[src/rtl/mmu_pkg.sv]
// MMU shared types: TLB<->PTW request/response payloads and the PTW arbiter state encoding.
package mmu_pkg;

   localparam int unsigned PTW_ARB_N_REQ = 2;
   localparam int unsigned VPN_W         = 27;
   localparam int unsigned ASID_W        = 9;
   localparam int unsigned PTE_W         = 64;
   localparam int unsigned LEVEL_W       = 2;

   typedef struct packed {
      logic              valid;
      logic [ASID_W-1:0] asid;
      logic [VPN_W-1:0]  vpn;
   } tlb_ptw_req_t;

   typedef struct packed {
      tlb_ptw_req_t req;
   } tlb_ptw_comm_t;

   typedef struct packed {
      logic               valid;
      logic               error;
      logic [LEVEL_W-1:0] level;
      logic [PTE_W-1:0]   pte;
   } ptw_tlb_resp_t;

   typedef struct packed {
      logic [1:0] prv;
      logic       sum;
      logic       mxr;
   } ptw_status_t;

   typedef struct packed {
      ptw_tlb_resp_t resp;
      logic          ptw_ready;
      logic          invalidate_tlb;
      ptw_status_t   ptw_status;
   } ptw_tlb_comm_t;

   typedef enum logic [1:0] {
      IDLE       = 2'd0,
      GRANT      = 2'd1,
      WAIT       = 2'd2,
      FLUSH_WAIT = 2'd3
   } ptw_arb_state_t;

endpackage

[src/rtl/ptw_arb_if.sv]
// TLB-side and PTW-side buses of the PTW arbiter; slave = arbiter, master = TLBs/PTW environment.
interface ptw_arb_if #(
   parameter int unsigned N_REQ = mmu_pkg::PTW_ARB_N_REQ
) ();
   import mmu_pkg::*;

   tlb_ptw_comm_t tlb_ptw_comm_i [N_REQ];
   ptw_tlb_comm_t ptw_tlb_comm_o [N_REQ];
   tlb_ptw_comm_t tlb_ptw_comm_o;
   ptw_tlb_comm_t ptw_tlb_comm_i;

   modport slave (
      input  tlb_ptw_comm_i,
      input  ptw_tlb_comm_i,
      output ptw_tlb_comm_o,
      output tlb_ptw_comm_o
   );

   modport master (
      output tlb_ptw_comm_i,
      output ptw_tlb_comm_i,
      input  ptw_tlb_comm_o,
      input  tlb_ptw_comm_o
   );
endinterface

[src/rtl/ptw_arb_sel.sv]
// PTW arbiter winner selection: round-robin from rr_ptr, or highest-index-wins
// fixed priority when PTW_ARB_FIXED_PRIO_EN is defined (rr_ptr port then absent).
module ptw_arb_sel
   import mmu_pkg::*;
#(
   parameter  int unsigned N_REQ = PTW_ARB_N_REQ,
   localparam int unsigned IDX_W = (N_REQ > 1) ? $clog2(N_REQ) : 1
) (
   input  logic [N_REQ-1:0] valid,
`ifndef PTW_ARB_FIXED_PRIO_EN
   input  logic [IDX_W-1:0] rr_ptr,
`endif
   output logic [IDX_W-1:0] winner,
   output logic             any_valid
);

   assign any_valid = |valid;

`ifdef PTW_ARB_FIXED_PRIO_EN
   // Later (higher) indices overwrite earlier ones, so the highest valid wins.
   always_comb begin
      winner = '0;
      for (int unsigned k = 0; k < N_REQ; k++) begin
         if (valid[k]) winner = IDX_W'(k);
      end
   end
`else
   logic [N_REQ-1:0] rot;
   logic             found;
   int unsigned      pos;

   // Rotate so bit 0 is rr_ptr, take the first set bit, map back with wrap.
   always_comb begin
      rot    = N_REQ'({valid, valid} >> rr_ptr);
      winner = '0;
      found  = 1'b0;
      pos    = 0;
      for (int unsigned k = 0; k < N_REQ; k++) begin
         if (!found && rot[k]) begin
            found = 1'b1;
            pos   = 32'(rr_ptr) + k;
            if (pos >= N_REQ) pos = pos - N_REQ;
            winner = IDX_W'(pos);
         end
      end
   end
`endif

endmodule

[src/rtl/ptw_arb.sv]
// Arbitrates N_REQ TLBs onto one page-table walker and routes the walk result back.
// Define PTW_ARB_FIXED_PRIO_EN for fixed priority (highest index wins) instead of round-robin.
module ptw_arb
   import mmu_pkg::*;
#(
   parameter int unsigned N_REQ = PTW_ARB_N_REQ
) (
   input  logic     clk_i,
   input  logic     rstn_i,
   ptw_arb_if.slave bus,
   output logic     arb_busy_o
);

   localparam int unsigned      IDX_W    = (N_REQ > 1) ? $clog2(N_REQ) : 1;
   localparam logic [IDX_W-1:0] LAST_IDX = IDX_W'(N_REQ - 1);

   ptw_arb_state_t   state_q;
   logic [IDX_W-1:0] grant_q;
   logic [N_REQ-1:0] req_valid;
   logic [IDX_W-1:0] winner;
   logic             any_valid;
   tlb_ptw_comm_t    gnt_req;
   logic             ptw_ready;
   logic             resp_valid;
   logic             inval;
`ifndef PTW_ARB_FIXED_PRIO_EN
   logic [IDX_W-1:0] rr_ptr_q;
`endif

   assign ptw_ready  = bus.ptw_tlb_comm_i.ptw_ready;
   assign resp_valid = bus.ptw_tlb_comm_i.resp.valid;
   assign inval      = bus.ptw_tlb_comm_i.invalidate_tlb;

   // Valid vector for selection and the request of the current grantee.
   always_comb begin
      req_valid = '0;
      gnt_req   = '0;
      for (int unsigned i = 0; i < N_REQ; i++) begin
         req_valid[i] = bus.tlb_ptw_comm_i[i].req.valid;
         if (IDX_W'(i) == grant_q) gnt_req = bus.tlb_ptw_comm_i[i];
      end
   end

   ptw_arb_sel #(
      .N_REQ     (N_REQ)
   ) u_sel (
      .valid     (req_valid),
`ifndef PTW_ARB_FIXED_PRIO_EN
      .rr_ptr    (rr_ptr_q),
`endif
      .winner    (winner),
      .any_valid (any_valid)
   );

   // Arbitration FSM; busy flag is registered alongside the state it mirrors.
   always_ff @(posedge clk_i or negedge rstn_i) begin
      if (!rstn_i) begin
         state_q    <= IDLE;
         grant_q    <= '0;
         arb_busy_o <= 1'b0;
`ifndef PTW_ARB_FIXED_PRIO_EN
         rr_ptr_q   <= '0;
`endif
      end else begin
         unique case (state_q)
            IDLE: begin
               if (any_valid) begin
                  grant_q    <= winner;
                  state_q    <= GRANT;
                  arb_busy_o <= 1'b1;
               end
            end
            GRANT: begin
               if (!gnt_req.req.valid) begin
                  state_q    <= IDLE;
                  arb_busy_o <= 1'b0;
               end else if (ptw_ready) begin
                  state_q <= inval ? FLUSH_WAIT : WAIT;
               end
            end
            WAIT, FLUSH_WAIT: begin
               // A response always completes, even alongside an invalidate.
               if (resp_valid) begin
                  state_q    <= IDLE;
                  arb_busy_o <= 1'b0;
`ifndef PTW_ARB_FIXED_PRIO_EN
                  rr_ptr_q   <= (grant_q == LAST_IDX) ? '0 : grant_q + IDX_W'(1);
`endif
               end else if (inval) begin
                  state_q <= FLUSH_WAIT;
               end
            end
            default: begin
               state_q    <= IDLE;
               arb_busy_o <= 1'b0;
            end
         endcase
      end
   end

   // Payload broadcast to everyone; ready and resp.valid only to the grantee.
   always_comb begin
      bus.tlb_ptw_comm_o = (state_q == GRANT) ? gnt_req : '0;
      for (int unsigned i = 0; i < N_REQ; i++) begin
         bus.ptw_tlb_comm_o[i]            = bus.ptw_tlb_comm_i;
         bus.ptw_tlb_comm_o[i].ptw_ready  = (state_q == GRANT) && (IDX_W'(i) == grant_q)
                                            && ptw_ready;
         bus.ptw_tlb_comm_o[i].resp.valid = ((state_q == WAIT) || (state_q == FLUSH_WAIT))
                                            && (IDX_W'(i) == grant_q) && resp_valid;
      end
   end

endmodule

[src/flat_wrapper.sv]
// flat-port wrapper written by rule: the top's interface ports become plain ports
module ptw_arb_flat import mmu_pkg::*;
#(
   parameter int unsigned N_REQ = PTW_ARB_N_REQ
)
  (clk_i, rstn_i, arb_busy_o, bus_tlb_ptw_comm_i, bus_ptw_tlb_comm_i, bus_ptw_tlb_comm_o, bus_tlb_ptw_comm_o);
  ptw_arb_if #(.N_REQ(N_REQ)) bus_i ();
  input  logic clk_i;
  input  logic rstn_i;
  output logic arb_busy_o;
  input wire logic [$bits(bus_i.tlb_ptw_comm_i)-1:0] bus_tlb_ptw_comm_i;
  input wire logic [$bits(bus_i.ptw_tlb_comm_i)-1:0] bus_ptw_tlb_comm_i;
  output wire logic [$bits(bus_i.ptw_tlb_comm_o)-1:0] bus_ptw_tlb_comm_o;
  output wire logic [$bits(bus_i.tlb_ptw_comm_o)-1:0] bus_tlb_ptw_comm_o;
  assign bus_i.tlb_ptw_comm_i = {>>{bus_tlb_ptw_comm_i}};
  assign bus_i.ptw_tlb_comm_i = bus_ptw_tlb_comm_i;
  assign bus_ptw_tlb_comm_o = {>>{bus_i.ptw_tlb_comm_o}};
  assign bus_tlb_ptw_comm_o = bus_i.tlb_ptw_comm_o;
  ptw_arb #(.N_REQ(N_REQ)) u_core (.clk_i(clk_i), .rstn_i(rstn_i), .bus(bus_i), .arb_busy_o(arb_busy_o));
endmodule
[config.mk]
export PLATFORM = sky130hd
export DESIGN_NAME = ptw_arb_flat
export DESIGN_NICKNAME = d
export VERILOG_FILES = /design/src/rtl/mmu_pkg.sv /design/src/rtl/ptw_arb_if.sv /design/src/rtl/ptw_arb_sel.sv /design/src/rtl/ptw_arb.sv /design/src/flat_wrapper.sv
export SDC_FILE = /design/constraint.sdc
export NUM_CORES = 1
export LEC_CHECK = 0
export CAP_MARGIN = 5
export CORE_AREA = 4 4 127 129
export CTS_CLUSTER_DIAMETER = 50
export CTS_CLUSTER_SIZE = 16
export DETAILED_ROUTE_END_ITERATION = 8
export DIE_AREA = 0 0 131 133
export REMOVE_ABC_BUFFERS = 1
export SYNTH_ARGS = -nofsm -noshare
export SYNTH_HDL_FRONTEND = slang
export SYNTH_SLANG_ARGS = --single-unit
[constraint.sdc]
create_clock -name clk_i -period 1.51 [get_ports clk_i]
set_input_delay 0.302 -clock clk_i [delete_from_list [all_inputs] [get_ports clk_i]]
set_output_delay 0.302 -clock clk_i [all_outputs]
set_load 0.01 [all_outputs]
==> flow_summary_export.csv <==
group,metric,value,unit
run_status,status,"finished with violations",
run_status,violations,"setup timing",
flow_run,max_cap_viol_count,0,
critical_path,reg2regPathDepth,6,
sta,min_period,1.71,ns
drt,drt_drc_violations_left,0,
die,core_area,15000,um^2
clock_network,clk-insertion-delay-late,0.23,ns
critical_path,worstPathArrival,1.41,ns
critical_path,critPathMaxFanout,5,
sta,fmax,583,MHz
clock_network,clock-sinks,5,
critical_path,r2r_end,"u_core.state_q[0]",
die,initial_utilization,13.5,%
sta,finalMaxSlewViolations,0,
place,dp_hpwl,16700,um
synth,synth-warning-count,0,
global_routing,antenna_found_initial,0,
synth,ys_ff_latch,5,
global_routing,first_global_vias,2011,
hold_path,hold_path.class,"input port to asynchronous set/reset pin",
synth,ys_seq_area_share,6.18,%
sta,fin_setup_tns,-6.28,ns
clock_network,cts_buffers,3,
finish,final_common_cell,"clkdlybuf4s50_1",
critical_path,cp_cell_sequence,"buf_6 > buf_16 > mux2i_4 > nor2_2 > buf_2",
sta,rsz0062_at_grt,"true",
finish,layout_common_cells,"clkdlybuf4s50_1 (77), buf_2 (37), mux2i_1 (25)",
clock_network,clock-root-buffer,"clkbuf_16",
sta,max-slew-margin-rel,83.6,%
sta,setup_viol,43,
critical_path,worstPathRequired,1.21,ns
synth,synthCells,258,
power,ir_drop,0.000651,V
critical_path,path_class,"flip-flop to output pin",
global_routing,grt_max_degree,37,
power,total_power,4.71,mW
synth,syn-cell-area,2020,um^2
drt,ant_nets,0,
clock_network,clkTransAtPathRegs,0.04,ns
drt,num_vias,1851,
die,die_h,133,um
sta,period_share,114,%
clock_network,cts_tree,"built",
place,port_buffers,122,
sta,skew,0.00270,ns
drt,dr.first_iter.drc_count,45,
critical_path,r2r_start,"u_core.grant_q",
power,p_leak,1.19,nW
critical_path,cp_top_family,"flip-flops",
clock_network,cts_hold_buf,0,
sta,finalHoldViolCount,0,
die,die_w,131,um
critical_path,cp_slowest_cell,"dfrtp_2",
clock_network,htreeDepth,1,
drt,wirelength,19800,um
clock_network,clk_path_buf_depth,2,
drt,dr.pass1.iters,4,
critical_path,r2r_setup_slack,-0.03,ns
synth,syn_area_per_cell,7.84,um^2
critical_path,critPathMaxStageDelay,0.45,ns
drt,drt-wirelength-per-cell,44.5,um
finish,drive_above_1_share,44.7,%
place,preCtsSetupSlack,-0.494,ns
place,gp_congestion,0.780,
finish,layout.nets,408,
finish,fillers,1670,
finish,final_util,18.2,%
synth,synthDistinctLibCells,24,
critical_path,worstSetupStartpointType,"flip-flop",
global_routing,grt_overflow_total,0,
die,die-area,17400,um^2
finish,area_delta_synth_final,35.1,%
sta,worstMarginPinSlew,0.245,ns
critical_path,critPathCaptureType,"output pin",
global_routing,grtUsageTotal,21.3,%
global_routing,grt_pass1_wl,23600,um
die,io_pins,336,
power,powerDensity,1720,nW/um^2
sta,layout_setup_ws,-0.204,ns
die,rows,45,
critical_path,critical_path_buf_inv_count,3,
sta,hold_slack,0.301,ns
drt,via_per_inst,4.15,
-- worst register-to-register path: cells and delay by family, from the launching register on --
family,cells,cell delay (ns)
AO/OA/AOI/OAI,2,0.19
buffers and inverters,3,0.47
flip-flops,1,0.45
multiplexers,1,0.30
-- where the power goes --
part	internal (mW)	switching, mW
Sequential	0.204	0.0864
Combinational	2.18	1.80
Clock	0.346	0.0904
-- stage by stage --
step | std cells | instance area (um^2)
2_1_floorplan | 104 | 853
4_1_cts | 445 | 2650
3_3_place_gp | 427 | 2430
3_5_place_dp | 427 | 2430
6_report | 446 | 2730
5_1_grt | 445 | 2730
-- repair_timing --
item / CTS / global route
buffers inserted: 9 / 0
endpoints found under the setup margin: 43 / 44
pin swaps: 5 / 8
gates resized for setup: 194 / 15
gates cloned: 7 / 0
-- sequential cells by signal, summed over array words and instances (netlist names) --
name / cells
u_core.grant_q: 1
u_core.state_q: 2
u_core.arb_busy_o: 1
u_core.rr_ptr_q: 1
-- cells in the mapped netlist --
cell       count  share of area (%)
nand2_1        3               0.56
o21ai_1        1               0.25
nor2_2        20                6.2
mux2_4         1               0.74
buf_6          5                2.8
nand2b_1       1               0.31
a21o_1         1               0.37
inv_1          1               0.19
mux2i_1       37                 18
and3_1         2               0.62
a221oi_2       1               0.74
buf_4        147                 55
a21oi_1        2               0.49
dfrtp_1        5                6.2
nor2_1        21                3.9
nand3b_1       1               0.37
buf_2          2               0.49
a31oi_1        1               0.31
nor3_1         1               0.25
nand2b_4       1               0.68
o21bai_1       1               0.37
a2bb2oi_2      1               0.74
nor2b_1        1               0.31
o22ai_1        1               0.31
-- final cells by class --
type,count,area [um^2],area share [%]
Multi-Input combinational cell,98,847,31.0
Inverter,1,3.75,0.137
Clock inverter,1,5.00,0.183
Tap cell,188,235,8.61
Timing Repair Buffer,149,1440,52.6
Antenna cell,1,2.50,0.0916
Sequential cell,5,126,4.62
Clock buffer,3,75.1,2.75
-- worst max-delay path by stage --
stage	from	endpoint	slack (ns)	depth (start not counted)
after floorplan	u_core.grant_q	bus_tlb_ptw_comm_o[36]	-0.71	2
after global placement	bus_ptw_tlb_comm_i[73]	bus_ptw_tlb_comm_o[147]	-0.51	4
after detailed placement	bus_ptw_tlb_comm_i[73]	bus_ptw_tlb_comm_o[147]	-0.49	4
after CTS	u_core.grant_q	bus_tlb_ptw_comm_o[30]	-0.20	5
after global routing	u_core.grant_q	bus_tlb_ptw_comm_o[36]	-0.26	5
final	u_core.grant_q	bus_tlb_ptw_comm_o[30]	-0.20	5
-- metal layers --
layer | vias up | GRT usage, % | routed length (um)
met5 | - | 11.5 | 239
met1 | 740 | 16.6 | 5230
met3 | 35 | 27.8 | 5750
li1 | 676 | - | -
met2 | 391 | 29.9 | 7820
met4 | 9 | 7.66 | 810
-- cell families (layout without fill, tap and decap cells) --
family / after synthesis / in the layout / synth area share (%)
and+or+nand+nor: 51 / 51 / 13.2
muxes: 38 / 38 / 19.0
AOI/OAI and AO/OA: 9 / 9 / 3.59
buffers and inverters: 155 / 154 / 58.0
DFF: 5 / 5 / 6.18
other: 0 / 1 / 0
No activity file was read; power rests on OpenSTA's default activity.
